## src/rtl/pc_predict_ras.sv

```systemverilog
// Y86-64 fetch next-PC unit: holds the fetch PC, predicts jumps taken, calls to valC,
// and returns from a circular return-address stack that overwrites its oldest entry when full.
module pc_predict_ras #(
  parameter int                 ADDR_W    = 64,
  parameter int                 RAS_DEPTH = 8,
  parameter logic [ADDR_W-1:0]  RESET_PC  = '0
) (
  input  logic                         clk_i,
  input  logic                         rst_i,
  input  logic                         instr_valid_i,
  input  logic [3:0]                   icode_i,
  input  logic [ADDR_W-1:0]            valC_i,
  input  logic [ADDR_W-1:0]            valP_i,
  input  logic                         stall_i,
  input  logic                         redirect_i,
  input  logic [ADDR_W-1:0]            redirect_pc_i,
  output logic [ADDR_W-1:0]            pc_o,
  output logic                         pc_valid_o,
  output logic                         halted_o,
  output logic [$clog2(RAS_DEPTH):0]   ras_count_o,
  output logic                         ras_overflow_o
);

  localparam int PW = $clog2(RAS_DEPTH);
  localparam int CW = PW + 1;

  localparam logic [3:0] IHALT = 4'h0;
  localparam logic [3:0] IJXX  = 4'h7;
  localparam logic [3:0] ICALL = 4'h8;
  localparam logic [3:0] IRET  = 4'h9;

  typedef enum logic [1:0] {S_RUN, S_WAIT, S_HALTED} state_t;

  state_t            state_reg, state_next;
  logic [ADDR_W-1:0] pc_reg, pc_next;
  logic [PW-1:0]     tp_reg, tp_next;
  logic [CW-1:0]     count_reg, count_next;
  logic              ovf_reg, ovf_next;
  logic              push, pop;
  logic [PW-1:0]     push_ptr;
  logic [ADDR_W-1:0] ras_mem [RAS_DEPTH];
  logic [ADDR_W-1:0] ras_top;

  assign push_ptr = tp_reg + PW'(1);
  assign ras_top  = ras_mem[tp_reg];

  always_comb begin
    state_next = state_reg;
    pc_next    = pc_reg;
    push       = 1'b0;
    pop        = 1'b0;
    if (redirect_i) begin
      // No checkpoints: the RAS keeps whatever wrong-path pushes/pops did.
      pc_next    = redirect_pc_i;
      state_next = S_RUN;
    end else if (!stall_i && state_reg == S_RUN && instr_valid_i) begin
      case (icode_i)
        IHALT: state_next = S_HALTED;
        IJXX:  pc_next = valC_i;
        ICALL: begin
          pc_next = valC_i;
          push    = 1'b1;
        end
        IRET: begin
          if (count_reg != '0) begin
            pc_next = ras_top;
            pop     = 1'b1;
          end else begin
            state_next = S_WAIT;
          end
        end
        default: pc_next = valP_i;
      endcase
    end
  end

  always_comb begin
    tp_next    = tp_reg;
    count_next = count_reg;
    ovf_next   = ovf_reg;
    if (push) begin
      tp_next = push_ptr;
      if (count_reg == CW'(RAS_DEPTH)) ovf_next = 1'b1;
      else                             count_next = count_reg + CW'(1);
    end else if (pop) begin
      tp_next    = tp_reg - PW'(1);
      count_next = count_reg - CW'(1);
    end
  end

  always_ff @(posedge clk_i or posedge rst_i) begin
    if (rst_i) begin
      state_reg <= S_RUN;
      pc_reg    <= RESET_PC;
      tp_reg    <= '0;
      count_reg <= '0;
      ovf_reg   <= 1'b0;
    end else begin
      state_reg <= state_next;
      pc_reg    <= pc_next;
      tp_reg    <= tp_next;
      count_reg <= count_next;
      ovf_reg   <= ovf_next;
    end
  end

  // Stack storage carries no reset; its contents are meaningless until pushed.
  always_ff @(posedge clk_i) begin
    if (push && !rst_i) ras_mem[push_ptr] <= valP_i;
  end

  assign pc_o           = pc_reg;
  assign pc_valid_o     = (state_reg == S_RUN);
  assign halted_o       = (state_reg == S_HALTED);
  assign ras_count_o    = count_reg;
  assign ras_overflow_o = ovf_reg;

endmodule
```

## config.mk

```make
export PLATFORM = sky130hd
export DESIGN_NAME = pc_predict_ras
export DESIGN_NICKNAME = d
export VERILOG_FILES = /design/src/rtl/pc_predict_ras.sv
export SDC_FILE = /design/constraint.sdc
export NUM_CORES = 1
export LEC_CHECK = 0
export ABC_AREA = 1
export BUFFER_PORTS_ARGS = -buffer_cell sky130_fd_sc_hd__buf_2
export CAP_MARGIN = 20
export CORE_ASPECT_RATIO = 2
export CORE_MARGIN = 2
export CORE_UTILIZATION = 63
export CTS_CLUSTER_SIZE = 14
export DETAILED_ROUTE_END_ITERATION = 12
export GPL_ROUTABILITY_DRIVEN = 1
export PLACE_DENSITY = 0.84
export SYNTH_ARGS = -nofsm -noshare
export SYNTH_HDL_FRONTEND = slang
export SYNTH_SLANG_ARGS = --single-unit
```

## constraint.sdc

```tcl
create_clock -name clk_i -period 13.4 [get_ports clk_i]
set_input_delay 0.67 -clock clk_i [delete_from_list [all_inputs] [get_ports clk_i]]
set_output_delay 0.67 -clock clk_i [all_outputs]
set_load 0.02 [all_outputs]
```

### Word-level counts from Yosys, hierarchy flattened

Memory sizes are Yosys's and may differ from the RTL's.
Index checks and enable logic that the tools add are counted.

* flip-flop bits (word level): 74
* bits in writable memories: 512
* output and inout bits: 71
* word-level logic and storage cells: 57
* memories kept: 1

Memories
* ras_mem: words 8, bits a word 64, rd ports 1, clocked after Yosys merged registers in 0, wr ports 1, line 41 `logic [ADDR_W-1:0] ras_mem [RAS_DEPTH];`

* $add $sub $neg: 4
* equal/unequal tests: 9
* multiplexer cells: 22
* reductions and logical operators: 16

Operators with widths (number)
* $mux W64: 3
* $pmux W64 S3: 1
* $eq A4 B4 Y1 const B: 3
* $mux W4: 3
* $mux W1: 9
* $mux W2: 3
* $mux W3: 2
* $ne A3 B3 Y1 const B: 2
* $reduce_and A3 Y1: 2
* $add A4 B1 Y4 const B: 1
* $eq A4 B3 Y1 const B: 1
* $logic_not A4 Y1: 1
* $ne A2 B2 Y1 const B: 2
* $pmux W2 S2: 1
* $reduce_and A2 Y1: 2
* $reduce_bool A2 Y1: 2
* $reduce_bool A4 Y1: 1
* $sub A4 B1 Y4 const B: 1
* $add A3 B1 Y3 const B: 1
* $logic_and A1 B1 Y1: 3
* $reduce_bool A3 Y1: 1
* $sub A3 B1 Y3 const B: 1
* $eq A2 B2 Y1 const B: 1
* $logic_not A1 Y1: 2
* other kinds (2): 2

### Longest topological paths before layout

Gate-level depths: netlist (run 1).

* word-level depth: 8
* depth in mapped cells: 13
* gate-level depth less buffers: 13

### Worst setup path before layout (run 1)

No wires, ideal clock.

* path kind: input-to-reg
* from: in rst_i
* to: mem ras_mem[0][0], enable pin
* library setup time: 0.486 ns
* arrival: 5.376 ns
* data required time: 12.914 ns
* slack: 7.537 ns
* cell stages on the path: 3
* path buffers: 0
* path through: inv_1 nand3_1 nor2_1

* longest elaborated chain between the ends: 4

RTL lines
* start: declaration: line 9 `input logic rst_i,`
* $logic_not A1 Y1: line 109 `if (push && !rst_i) ras_mem[push_ptr] <= valP_i;`
* $logic_and A1 B1 Y1: line 109
* $mux W1: line 109
* $mux W1 (not written as such): line 109
* end: declaration: line 41

No other way between the ends.

### Worst setup path in the final report (run 1)

* from: reg tp_reg[0]
* to: mem ras_mem[5][53], enable pin

* longest elaborated chain between the ends: 1

RTL lines
* start: declaration: line 36 `logic [PW-1:0] tp_reg, tp_next;`
* start signal: assignment: line 101 `tp_reg <= tp_next;`
* $add A3 B1 Y3: line 44 `assign push_ptr = tp_reg + PW'(1);`

No other way between the ends.

==> results.cfg, run 1 <==
[worst_setup_path]
crit_buf_inv = 3
slowest_delay_ns = 1.08
crit_path_start_kind = register
r2r_cells = 6
r2r_slack_ns = 9.26
endpoint_kind = register
worstPathMaxFanout = 94
crit_required_ns = 13.60
worst_path_max_delay_cell = dfrtp_4
path_class = register to register
cp.arrival_ns = 4.34
r2r-start = tp_reg[0]$_DFFE_PP0P_
crit_chain = inv_6 > ha_1 > inv_1 > nand2_1 > nor2_4 > buf_4
reg2reg_to = ras_mem[5][53]$_DFFE_PP_
cpLargestDelayFamily = buffers and inverters

[clock_tree]
cts.clk_slew.worst_paths_ns = 0.07
cts_max_path_buffers = 3
clock_sink_count = 586
cts_tree = built
post_cts_buffers = 0
insertion_delay_ns = 0.58
cts-root-buf = clkbuf_16
post_cts_resized = 0
hold_buffers = 0
cts.htree.levels = 2
cts_buffers = 49

[synth]
synthCells = 2206
yosysWarningCount = 0
synth-edff-count = 512
syn_area_per_cell_um2 = 11.2
synth_area_um2 = 24600
syn_nets = 2411
synthTopCellsByArea = edfxtp_1 62%, o21ai_0 7.6%, dfrtp_1 7.5%, nor2_1 7.3%, nand2_1 4.1%
synth_top_area_cell = edfxtp_1
synth_top_area_frac = 0.624
ys_ff_latch = 586
yosysSeqAreaShare = 0.699
ys_async_sr_fraction = 0.126
synthFlopType = edfxtp_1
ys_types = 27

[die]
die_y_um = 284
io_pins = 272
core-area_um2 = 38700
initial_utilization = 0.637
dieArea_um2 = 40800
die_w_um = 144
num_rows = 102

[global_route]
grt-ovfl-total = 0
grt_pass1_vias = 18831
antenna_found_initial = 4
grt_usage = 0.311
grt_pass1_wl_mm = 97.6
grt_start_max_net_pins = 178

[cells_and_area]
fill_cells = 2481
nets = 2610
final_cell_area_um2 = 27700
largest_reg_flops = 512
fin_cells = 2969
final-seq-area_um2 = 17200
fin_util = 0.717
multiInputGateArea_um2 = 6710
top_register = ras_mem
syn_to_final_growth_pct = 12.6
drive_gt1_frac = 0.154

[route]
ant_nets = 0
vias = 18472
drt_iter0_drc = 2066
drt_pass1_iterations = 6
wl_per_cell_um = 21.3
wirelength_mm = 63.3
avgViaCountPerCell = 6.22
drc = 0

[timing]
maxSlewViolCount = 0
skew_ns = 0.0168
rsz0062_at_grt = no
setup_ws_ns = 9.26
max_freq_ghz = 0.242
worst_pin_slew_ns = 1.18
period_share = 0.309
hold_viol = 0
hold_ws_ns = 0.0895
tns_ns = 0
max-slew-margin-rel = 0.213
setup_viol_count_final = 0
period_minus_slack_ns = 4.14

[power_and_ir_drop]
fin_total_pwr_mw = 4.50
power_leakage_nw = 10.0
p_per_area_nw_per_um2 = 162
ir_drop_mv = 0.128

[placed_design]
gp_congestion = 0.829
dpl.cell_count = 2872
place_area_um2 = 26200
port_buffers = 271
dp_hpwl_mm = 35.3
pre_cts_slack_ns = 8.91

[flow_run]
cap_violations = 0

[hold_path]
min_path_type = input port to async pin

[status]
status = finished, final reports clean
## power breakdown
group	total [mW]	switching, mW	internal [mW]	leakage (nW)
combinational	1.04	0.729	0.310	3.79
clock	1.34	0.613	0.731	0.718
sequential	2.11	0.0913	2.02	5.48
## placed cells by master (no fill, tap or decap), drive strengths merged
master	count
nor2	483
dfrtp	74
nor3	2
xor2	6
clkbuf	86
inv	26
nand2	271
clkinv	6
nand4	3
diode	3
nand3	52
and2	38
o21bai	1
edfxtp	512
o21ai	445
ha	4
buf	293
nand3b	1
o211ai	76
xnor2	1
a21oi	66
## kinds of logic (layout without fill, tap and decap cells)
group | after synthesis | in the layout | synth area share
AO/OA/AOI/OAI | 588 | 588 | 0.127
XOR/XNOR | 7 | 7 | 0.00249
adder cells (fa/ha/maj) | 4 | 4 | 0.00203
buffers and inverters | 171 | 411 | 0.0317
flip-flops | 586 | 586 | 0.699
other | 0 | 3 | 0
AND/OR/NAND/NOR | 850 | 850 | 0.137
## final cells by class
class                           instances  share of cell area
Clock buffer                           86              0.0522
Clock inverter                          6             0.00122
Tap cell                              520              0.0234
Timing Repair Buffer                  293              0.0560
Multi-Input combinational cell       1449               0.242
Inverter                               26             0.00392
Antenna cell                            3            0.000271
Sequential cell                       586               0.621
## cell usage after synthesis (8+ instances only)
| library cell | instances |
|---|---|
| a21oi_1 | 66 |
| and2_1 | 37 |
| buf_1 | 15 |
| buf_2 | 37 |
| buf_4 | 9 |
| buf_6 | 8 |
| clkbuf_1 | 76 |
| dfrtp_1 | 74 |
| edfxtp_1 | 512 |
| inv_1 | 20 |
| nand2_1 | 271 |
| nand3_1 | 52 |
| nor2_1 | 481 |
| o211ai_1 | 76 |
| o21ai_0 | 373 |
| o21ai_1 | 72 |
## layer usage
| layer | GRT usage | part of all wire | vias up |
|---|---|---|---|
| li1 | - | - | 8165 |
| met1 | 0.372 | 0.34 | 8857 |
| met2 | 0.532 | 0.53 | 1205 |
| met3 | 0.0424 | 0.081 | 243 |
| met4 | 0.182 | 0.048 | 2 |
| met5 | 0 | 0.00017 | - |
## worst register-to-register path: stages, from the launching register on
cell     delay [ns]
dfrtp_4        1.08
inv_6          0.41
ha_1           0.50
inv_1          0.14
nand2_1        0.16
nor2_4         0.82
buf_4          0.66
## worst max path at each step
| stage | depth (start not counted) | slack, ns | endpoint | start |
|---|---|---|---|---|
| floorplan | 3 | 7.54 | ras_mem[0][0]$_DFFE_PP_ | rst_i |
| global placement | 4 | 9.08 | ras_mem[7][45]$_DFFE_PP_ | tp_reg[0]$_DFFE_PP0P_ |
| detailed placement | 4 | 8.91 | ras_mem[7][47]$_DFFE_PP_ | tp_reg[0]$_DFFE_PP0P_ |
| CTS | 4 | 8.89 | ras_mem[7][47]$_DFFE_PP_ | tp_reg[0]$_DFFE_PP0P_ |
| global route | 6 | 9.11 | ras_mem[5][13]$_DFFE_PP_ | tp_reg[0]$_DFFE_PP0P_ |
| finish | 6 | 9.26 | ras_mem[5][53]$_DFFE_PP_ | tp_reg[0]$_DFFE_PP0P_ |
Note: power is estimated with default switching activity, not from simulation.
==> run 2, diff against run 1 <==
--- a/config.mk
+++ b/config.mk
@@ -10,11 +10,11 @@
 export CAP_MARGIN = 20
 export CORE_ASPECT_RATIO = 2
 export CORE_MARGIN = 2
-export CORE_UTILIZATION = 63
+export CORE_UTILIZATION = 53
 export CTS_CLUSTER_SIZE = 14
 export DETAILED_ROUTE_END_ITERATION = 12
 export GPL_ROUTABILITY_DRIVEN = 1
-export PLACE_DENSITY = 0.84
+export PLACE_DENSITY = 0.75
 export SYNTH_ARGS = -nofsm -noshare
 export SYNTH_HDL_FRONTEND = slang
 export SYNTH_SLANG_ARGS = --single-unit
==> constraint.sdc (replaced) <==
create_clock -name clk_i -period 3.8 [get_ports clk_i]
set_input_delay 0.19 -clock clk_i [delete_from_list [all_inputs] [get_ports clk_i]]
set_output_delay 0.19 -clock clk_i [all_outputs]
set_load 0.02 [all_outputs]
==> results.cfg, run 2 (synthesized netlist as in run 1, its figures left out) <==
[status]
status = finished, final reports clean

[clock_tree]
cts_max_path_buffers = 3
cts-root-buf = clkbuf_16
post_cts_resized = 0
insertion_delay_ns = 0.58
cts_tree = built
cts.htree.levels = 2
cts_buffers = 50
clock_sink_count = 586
cts.clk_slew.worst_paths_ns = 0.07

[placed_design]
gp_congestion = 0.855
dp_hpwl_mm = 38.5
port_buffers = 271

[die]
die_w_um = 156
die_y_um = 309
io_pins = 272
num_rows = 111
dieArea_um2 = 48300
initial_utilization = 0.538
core-area_um2 = 45800

[timing]
max_freq_ghz = 0.321
period_minus_slack_ns = 3.12
period_share = 0.821
maxSlewViolCount = 0
rsz0062_at_grt = no
max-slew-margin-rel = 0.192
skew_ns = 0.0266
tns_ns = 0
hold_ws_ns = 0.0166
hold_viol = 0
worst_pin_slew_ns = 1.21
setup_viol_count_final = 0

[worst_setup_path]
cp.arrival_ns = 3.64
crit_buf_inv = 3
cpLargestDelayFamily = buffers and inverters
cp_common_cell = o21ai_0
crit_required_ns = 4.32
worstPathMaxFanout = 76
path_class = register to register
r2r_cells = 9
path_depth = 9
slowest_delay_ns = 0.67
r2r_slack_ns = 0.68
worst_path_max_delay_cell = dfrtp_4
crit_chain = inv_6 > buf_4 > o21ai_0 > o21ai_0 > o21ai_0 > o21ai_1 > nand2_1 > dlygate4sd3_1 > nand2_1
crit_path_start_kind = register
endpoint_kind = register

[cells_and_area]
drive_gt1_frac = 0.151
top_register = ras_mem
syn_to_final_growth_pct = 18.7
largest_reg_flops = 512
nets = 2751
layout_commonest_cell = edfxtp_1
layout_common_cells = 512 x edfxtp_1, 472 x nor2_1, 373 x o21ai_0
fill_cells = 3402

[global_route]
grt-ovfl-total = 0
grt_pass1_wl_mm = 98.9
grt_pass1_vias = 18499
grt_usage = 0.266
antenna_found_initial = 1
grt_start_max_net_pins = 221

[route]
maxUsedRoutingLayer = met4
wl_met2_mm = 34.3
avgViaCountPerCell = 5.80
drt_iter0_drc = 1719
vias = 18296
ant_nets = 0
wl_per_cell_um = 20.5
wirelength_mm = 64.7
wl_met3_mm = 3.86
drc = 0
drt_pass1_iterations = 6
wl_met1_mm = 23.4

[power_and_ir_drop]
fin_total_pwr_mw = 16.0
ir_drop_mv = 0.460
p_per_area_nw_per_um2 = 548
power_leakage_nw = 10.6

[flow_run]
cap_violations = 0

[hold_path]
min_path_type = input port to register
worstHoldPathCells = 7
## run 2: cell types whose count changed in the layout (fill, tap and decap cells not counted), sizes merged
cell,change
inv,-1
clkinv,-1
dlygate4sd3,+126
clkbuf,-3
buf,+14
diode,-1
clkinvlp,+2
bufinv,+2
## run 2: final cells by class
cell class	instances	area (um2)	area share
inverter	26	110	0.00376
tap	565	707	0.0242
clock buffer	83	1430	0.0488
antenna	2	5.00	0.000171
sequential	586	17200	0.589
multi-input combinational	1449	6710	0.229
timing repair buffer	433	2960	0.101
clock inverter	8	95.1	0.00325
## run 2: timing repair
action | 4_1_cts | 5_1_grt
endpoints found under the hold margin | 593 | 0
setup buffers | 0 | 0
hold buffers | 126 | 0
## run 2: path summary, 6_finish.rpt
check,end,from
min in group asynchronous,tp_reg[1]$_DFFE_PP0P_,rst_i
max in group asynchronous,pc_o[13]$_DFFE_PP0P_,rst_i
setup reg to reg,pc_o[21]$_DFFE_PP0P_,tp_reg[0]$_DFFE_PP0P_
hold / removal,pc_o[52]$_DFFE_PP0P_,valC_i[52]
setup / recovery,pc_o[21]$_DFFE_PP0P_,tp_reg[0]$_DFFE_PP0P_
hold reg to reg,pc_o[51]$_DFFE_PP0P_,pc_o[51]$_DFFE_PP0P_
## run 2: routing by layer
| metal | track usage | vias to the layer above |
|---|---|---|
| li1 | - | 8447 |
| met1 | 0.307 | 8851 |
| met2 | 0.484 | 804 |
| met3 | 0.0290 | 194 |
| met4 | 0.139 | 0 |
| met5 | 0 | - |
## run 2: per-stage QoR
stage / setup WS, ns / cell area [um2] / instances / utilization
after floorplan: 0.823 / 24700 / 2206 / -
after global placement: 0.953 / 26500 / 2933 / 0.577
after detailed placement: 0.873 / 26500 / 2933 / 0.577
after CTS: 0.693 / 29200 / 3150 / 0.638
after global routing: 0.394 / 29200 / 3151 / 0.638
final: 0.681 / 29200 / 3152 / 0.638
## run 2: worst reg2reg max path, delay by kind of cell (launching register included)
kind	cells	cell delay (ns)
flops	1	0.67
buf+inv	3	1.60
simple gates	2	0.12
compound gates	4	0.67
## run 2: where the power goes
| group | leakage, nW | total (mW) | switching [mW] | internal, mW |
|---|---|---|---|---|
| clock network | 0.731 | 4.88 | 2.19 | 2.69 |
| registers | 5.48 | 7.34 | 0.200 | 7.14 |
| logic | 4.40 | 3.82 | 2.63 | 1.20 |
